===== src/rtl/ps2_key_decoder.sv =====
`default_nettype none
// ============================================================================
// Module   : ps2_key_decoder
// Brief    : PS/2 keyboard receiver with glitch filter, frame checking, receive
//            timeout and set-2 make/break decoding into an 8-bit held-key vector.
// Revision : 1.0 - initial release
// ============================================================================
module ps2_key_decoder #(
  parameter int FILTER_LEN = 8,
  parameter int TIMEOUT    = 50000
) (
  input  logic       clk,
  input  logic       reset_n,
  input  logic       iPS2_CLK,
  input  logic       iPS2_DAT,
  output logic [7:0] oKey,
  output logic [7:0] oCode,
  output logic       oCode_valid,
  output logic       oFrame_err
);

  localparam int FW = $clog2(FILTER_LEN + 1);
  localparam int TW = $clog2(TIMEOUT + 1);
  localparam logic [FW-1:0] C_FLT_LAST = FW'(FILTER_LEN - 1);
  localparam logic [TW-1:0] C_TO_LAST  = TW'(TIMEOUT - 1);

  localparam logic [7:0] C_EXT = 8'hE0;
  localparam logic [7:0] C_BRK = 8'hF0;

  typedef enum logic [1:0] {
    S_IDLE   = 2'd0,
    S_DATA   = 2'd1,
    S_PARITY = 2'd2,
    S_STOP   = 2'd3
  } state_t;

  // Synchronisers preset high so a released line never looks like an edge.
  logic r_clk_s1, r_clk_s2, r_dat_s1, r_dat_s2;

  always_ff @(posedge clk or negedge reset_n) begin
    if (!reset_n) begin
      r_clk_s1 <= 1'b1;
      r_clk_s2 <= 1'b1;
      r_dat_s1 <= 1'b1;
      r_dat_s2 <= 1'b1;
    end else begin
      r_clk_s1 <= iPS2_CLK;
      r_clk_s2 <= r_clk_s1;
      r_dat_s1 <= iPS2_DAT;
      r_dat_s2 <= r_dat_s1;
    end
  end

  logic [FW-1:0] r_flt_cnt;
  logic          r_clk_f;
  logic          r_clk_f_d;
  logic          w_fall;

  always_ff @(posedge clk or negedge reset_n) begin
    if (!reset_n) begin
      r_flt_cnt <= '0;
      r_clk_f   <= 1'b1;
      r_clk_f_d <= 1'b1;
    end else begin
      r_clk_f_d <= r_clk_f;
      if (r_clk_s2 != r_clk_f) begin
        if (r_flt_cnt == C_FLT_LAST) begin
          r_clk_f   <= r_clk_s2;
          r_flt_cnt <= '0;
        end else begin
          r_flt_cnt <= r_flt_cnt + 1'b1;
        end
      end else begin
        r_flt_cnt <= '0;
      end
    end
  end

  assign w_fall = r_clk_f_d & ~r_clk_f;

  state_t        r_state;
  logic [2:0]    r_bit_cnt;
  logic [7:0]    r_shift;
  logic          r_parity;
  logic [TW-1:0] r_to_cnt;
  logic [7:0]    r_code;
  logic          r_valid;
  logic          r_err;
  logic          w_par_ok;

  assign w_par_ok = ^{r_shift, r_parity};

  always_ff @(posedge clk or negedge reset_n) begin
    if (!reset_n) begin
      r_state   <= S_IDLE;
      r_bit_cnt <= '0;
      r_shift   <= '0;
      r_parity  <= 1'b0;
      r_to_cnt  <= '0;
      r_code    <= '0;
      r_valid   <= 1'b0;
      r_err     <= 1'b0;
    end else begin
      r_valid <= 1'b0;
      r_err   <= 1'b0;
      if (w_fall) begin
        // An edge coinciding with the terminal count is still processed.
        r_to_cnt <= '0;
        case (r_state)
          S_IDLE: begin
            if (!r_dat_s2) begin
              r_state   <= S_DATA;
              r_bit_cnt <= '0;
              r_shift   <= '0;
            end
          end
          S_DATA: begin
            r_shift   <= {r_dat_s2, r_shift[7:1]};
            r_bit_cnt <= r_bit_cnt + 1'b1;
            if (r_bit_cnt == 3'd7) begin
              r_state <= S_PARITY;
            end
          end
          S_PARITY: begin
            r_parity <= r_dat_s2;
            r_state  <= S_STOP;
          end
          S_STOP: begin
            r_state <= S_IDLE;
            if (w_par_ok && r_dat_s2) begin
              r_code  <= r_shift;
              r_valid <= 1'b1;
            end else begin
              r_err <= 1'b1;
            end
          end
          default: r_state <= S_IDLE;
        endcase
      end else if (r_state == S_IDLE) begin
        r_to_cnt <= '0;
      end else if (r_to_cnt == C_TO_LAST) begin
        r_state  <= S_IDLE;
        r_err    <= 1'b1;
        r_to_cnt <= '0;
      end else begin
        r_to_cnt <= r_to_cnt + 1'b1;
      end
    end
  end

  logic       r_ext;
  logic       r_brk;
  logic [7:0] r_key;
  logic       w_map_hit;
  logic [2:0] w_map_idx;

  // Arrows only match behind an E0 prefix; WASD only without one.
  always_comb begin
    w_map_hit = 1'b0;
    w_map_idx = 3'd0;
    if (r_ext) begin
      case (r_code)
        8'h74: begin w_map_hit = 1'b1; w_map_idx = 3'd0; end
        8'h6B: begin w_map_hit = 1'b1; w_map_idx = 3'd1; end
        8'h72: begin w_map_hit = 1'b1; w_map_idx = 3'd2; end
        8'h75: begin w_map_hit = 1'b1; w_map_idx = 3'd3; end
        default: ;
      endcase
    end else begin
      case (r_code)
        8'h23: begin w_map_hit = 1'b1; w_map_idx = 3'd4; end
        8'h1C: begin w_map_hit = 1'b1; w_map_idx = 3'd5; end
        8'h1B: begin w_map_hit = 1'b1; w_map_idx = 3'd6; end
        8'h1D: begin w_map_hit = 1'b1; w_map_idx = 3'd7; end
        default: ;
      endcase
    end
  end

  always_ff @(posedge clk or negedge reset_n) begin
    if (!reset_n) begin
      r_ext <= 1'b0;
      r_brk <= 1'b0;
      r_key <= '0;
    end else if (r_valid) begin
      if (r_code == C_EXT) begin
        r_ext <= 1'b1;
      end else if (r_code == C_BRK) begin
        r_brk <= 1'b1;
      end else begin
        if (w_map_hit) begin
          r_key[w_map_idx] <= ~r_brk;
        end
        r_ext <= 1'b0;
        r_brk <= 1'b0;
      end
    end
  end

  assign oKey        = r_key;
  assign oCode       = r_code;
  assign oCode_valid = r_valid;
  assign oFrame_err  = r_err;

endmodule
`default_nettype wire


===== config.mk =====
export PLATFORM = sky130hd
export DESIGN_NAME = ps2_key_decoder
export DESIGN_NICKNAME = d
export VERILOG_FILES = /design/src/rtl/ps2_key_decoder.sv
export SDC_FILE = /design/constraint.sdc
export NUM_CORES = 1
export LEC_CHECK = 0
export BUFFER_PORTS_ARGS = -buffer_cell sky130_fd_sc_hd__buf_2
export CAP_MARGIN = 30
export CORE_ASPECT_RATIO = 1.75
export CORE_UTILIZATION = 59
export DETAILED_ROUTE_END_ITERATION = 6
export GPL_ROUTABILITY_DRIVEN = 0
export GPL_TIMING_DRIVEN = 0
export PLACE_DENSITY = 0.87
export SLEW_MARGIN = 5
export SYNTH_ARGS = -nofsm -noshare
export SYNTH_HDL_FRONTEND = slang
export SYNTH_SLANG_ARGS = --single-unit

===== constraint.sdc =====
create_clock -name clk -period 2.67 [get_ports clk]
set_input_delay 0.1335 -clock clk [delete_from_list [all_inputs] [get_ports clk]]
set_output_delay 0.1335 -clock clk [all_outputs]
set_load 0.1 [all_outputs]

==> impl_results.md <==
- Number of global-route vias before repair: just under 2,000
- Sequential cell area fraction in the yosys report: 0.5384
- Post-route ant nets: 0
- Count of cell types in the netlist: 44
- Final TNS setup: 0 ps
- Max Clk Rate: roughly 430 MHz
- Mapped cell area: roughly 0.0028 mm2
- Asr flop ratio synth: 1.000
- Final wirelength: 4991 um
- I/O pins: 22
- Largest net degree at the start of global routing: 36
- All-layer global routing usage: 0.2342
- Overflow after GRT: 0
- Synth-to-Final Area Change: 15.04%
- Die height: 93.18 um
- Status: finished clean
- First-pass GRT wire length: between 8000 and 9000 um
- PortBufs: 21
- Share of cells above drive strength 1: 0.2034
- PwrDens: ~700 mW/mm2
- Max Cap Viol: 0
- Post-DP HPWL: approximately 3600 um
- Leakage: between 1.5 and 2 nW
- Number of nets in the layout: around 300
- Sw frac: 0.2724
- Initial core utilization: 0.6250
- Number of H-tree branching levels: 3
- Gates resized, CTS repair: 0
- YS warnings: 0
- CP Class: reg -> reg
- Avg WL per Cell: 14.64 um
- # fillers: 328
- Sequential Power Share: 0.480
- Fin. max-slew vios: 0
- Synth Register Bits: 60
- Rel. slew slack: 0.6116
- CP Max Fanout: 8
- Initial antenna violation count: 0
- Area leader, netlist: dfrtp_1
- P_sw: ~0.60 mW
- Die Width: roughly 54 um
- Hold Slack: approximately 330 ps
- DR vias/cell: around 5.8
- CTS tree: done
- Top cell type's share of synthesized area: 0.4821
- Final setup fails: 0
- Combinational power share: 0.152
- Ys flop type: dfrtp_1
- Clock power frac: 0.367
- Final hold vios: 0
- Ant. Diodes: 0
- RSZ-0062 raised after global routing: false
- Die area: around 0.0050 mm2
- TritonCTS Buffers: 9
- Number of flops mapped to enable cells by yosys: 0
- Crit. End Element: flip-flop
- Min cycle time layout: around 2300 ps
- WP data required: between 2000 and 3000 ps
- Clock Tree Buf Depth: 2
- Int Pwr: 1.608 mW
- Iter 0 DRT Violations: 36
- DR DRC count: 0
- Syn Nets: 261
- Syn Inst Count: roughly 250
- Worst slew pin tran: 582.6 ps
- Worst skew pair latency: 330 ps
- Clock root cell: clkbuf_8
- Clock skew: 6.746 ps
- Clock sink count: 60
- Top cells by area, synth: dfrtp_1, dfstp_2, mux2_2, xnor2_1, ha_1
- Clk slew on worst S/H paths: around 70 ps
- CP Launch Type: flip-flop
- Syn avg cell area: 11.26 um2
- Non-filler cells, final: 341
- DP Cell Count: ~320
- Core Box Area: ~0.0045 mm2
- Row count: 32
- Max VDD drop: 566.8 uV
- Period utilisation layout: 0.8790
- DR pass1 iterations: 4
- Critical Path AT: about 2600 ps
- Total number of vias: ~2,000
- Min-Delay Path Class: in -> async
[cells by family after synthesis]
logic type                 Yosys count  share of synthesized area
buffers and inverters               19                    0.02857
xor gates and xnor gates            24                    0.07991
and+or+nand+nor                     90                     0.1661
DFF                                 60                     0.5384
adders and majority gates            8                    0.03572
muxes                               17                    0.06563
AOI/OAI and AO/OA                   31                    0.08571
[cell usage in the layout, fill, tap and decap left out, types with 2 or more instances in the layout]
cell and count:
a21oi_1 4, a22o_1 10, and2_1 4, and4_1 2, buf_2 22, clkbuf_1 5
clkbuf_8 11, clkinv_2 2, dfrtp_1 54, dfstp_2 6, dlygate4sd3_1 3, ha_1 8
inv_1 12, mux2_2 11, mux2i_1 6, nand2_1 15, nand2b_1 2, nand3_1 9
nand3b_1 3, nand4_1 7, nor2_1 26, nor2b_1 4, nor3_1 6, nor3b_1 3
nor4_1 3, o21ai_0 5, o22ai_1 2, or4_1 2, xnor2_1 13, xor2_1 10
[path summary, 6_finish.rpt]
check / slack (ps) / to / cells after the start / startpoint
max in group asynchronous: 1680 / r_dat_s2$_DFF_PN1_ / 3 / reset_n
worst max register to register: 320 / oKey[0]$_DFFE_PN0P_ / 6 / oCode[2]$_DFFE_PN0P_
min in group clk: 350 / r_dat_s2$_DFF_PN1_ / 0 / r_dat_s1$_DFF_PN1_
worst min-delay path: 330 / oKey[3]$_DFFE_PN0P_ / 2 / reset_n
worst min register to register: 350 / r_dat_s2$_DFF_PN1_ / 0 / r_dat_s1$_DFF_PN1_
worst max-delay path: 320 / oKey[0]$_DFFE_PN0P_ / 6 / oCode[2]$_DFFE_PN0P_
[area by class of cell]
cell class | count | area [um2] | share of cell area
multi-input cells | 170 | 1214 | 0.3764
repair buffers | 25 | 155.1 | 0.04812
flip-flops and latches | 60 | 1509 | 0.4680
well taps | 51 | 63.81 | 0.01979
inverters | 12 | 45.04 | 0.01397
clock inverters | 4 | 47.55 | 0.01475
clock buffers | 12 | 155.1 | 0.04812
plain buffers | 7 | 35.03 | 0.01087
[cell usage after synthesis (all sizes together) (2+ instances only)]
cell type   n
dfrtp      54
nor2       26
nand2      15
xnor2      13
inv        12
mux2       11
a22o       10
xor2       10
nand3       9
ha          8
nand4       7
dfstp       6
mux2i       6
nor3        6
o21ai       5
a21oi       4
and2        4
clkbuf      4
nor2b       4
nor3b       4
buf         3
nand3b      3
nor4        3
a2111oi     2
and4        2
nand2b      2
o22ai       2
or4         2
[stage by stage]
step	setup slack (ps)	total power [mW]	util	cell area (um2)
after CTS	303.7	2.238	0.7190	3224
after global routing	221.4	2.337	0.7190	3224
after floorplan	15.24	1.311	-	2803
after detailed placement	321.2	1.413	0.6671	2992
after global placement	343.0	1.390	0.6627	2972
final	323.2	2.210	0.7190	3224
[worst max-delay path: stages (launching register included)]
cell and delay, ps:
dfrtp_1 380, buf_2 170, or3b_1 380, a2111o_1 440, a2111oi_2 440, nor3b_2 260, mux2i_1 200
[metal layers]
metal	share of wire	wire, um	GRT usage	vias to the layer above
li1	-	-	-	948
met1	0.39	1953	0.2448	967
met2	0.56	2776	0.4146	40
met3	0.033	165	0.07317	9
met4	0.019	95	0.08974	0
met5	0	0	0	-
[repair_timing]
| item | 4_1_cts | 5_1_grt |
|---|---|---|
| endpoints found under the hold margin | 23 | 0 |
| setup buffers | 0 | 0 |
| hold buffers | 3 | 0 |
[sequential cells by signal, summed over array words and instances (netlist names)]
| name | flops |
|---|---|
| r_ext | 1 |
| oCode_valid | 1 |
| r_dat_s1 | 1 |
| r_brk | 1 |
| r_parity | 1 |
| r_bit_cnt | 3 |
| r_to_cnt | 16 |
| r_dat_s2 | 1 |
| r_flt_cnt | 4 |
| r_clk_f | 1 |
| r_clk_f_d | 1 |
| r_shift | 8 |
| r_clk_s2 | 1 |
| oCode | 8 |
| r_clk_s1 | 1 |
| r_state | 2 |
| oKey | 8 |
| oFrame_err | 1 |
[power groups by stage]
stage	clock network [mW]	logic (mW)	registers, mW
floorplan	0	0.250	1.06
global placement	0	0.318	1.07
detailed placement	0	0.336	1.08
CTS	0.835	0.342	1.06
global route	0.876	0.389	1.07
finish	0.812	0.337	1.06
(Power assumes the default switching activity.)
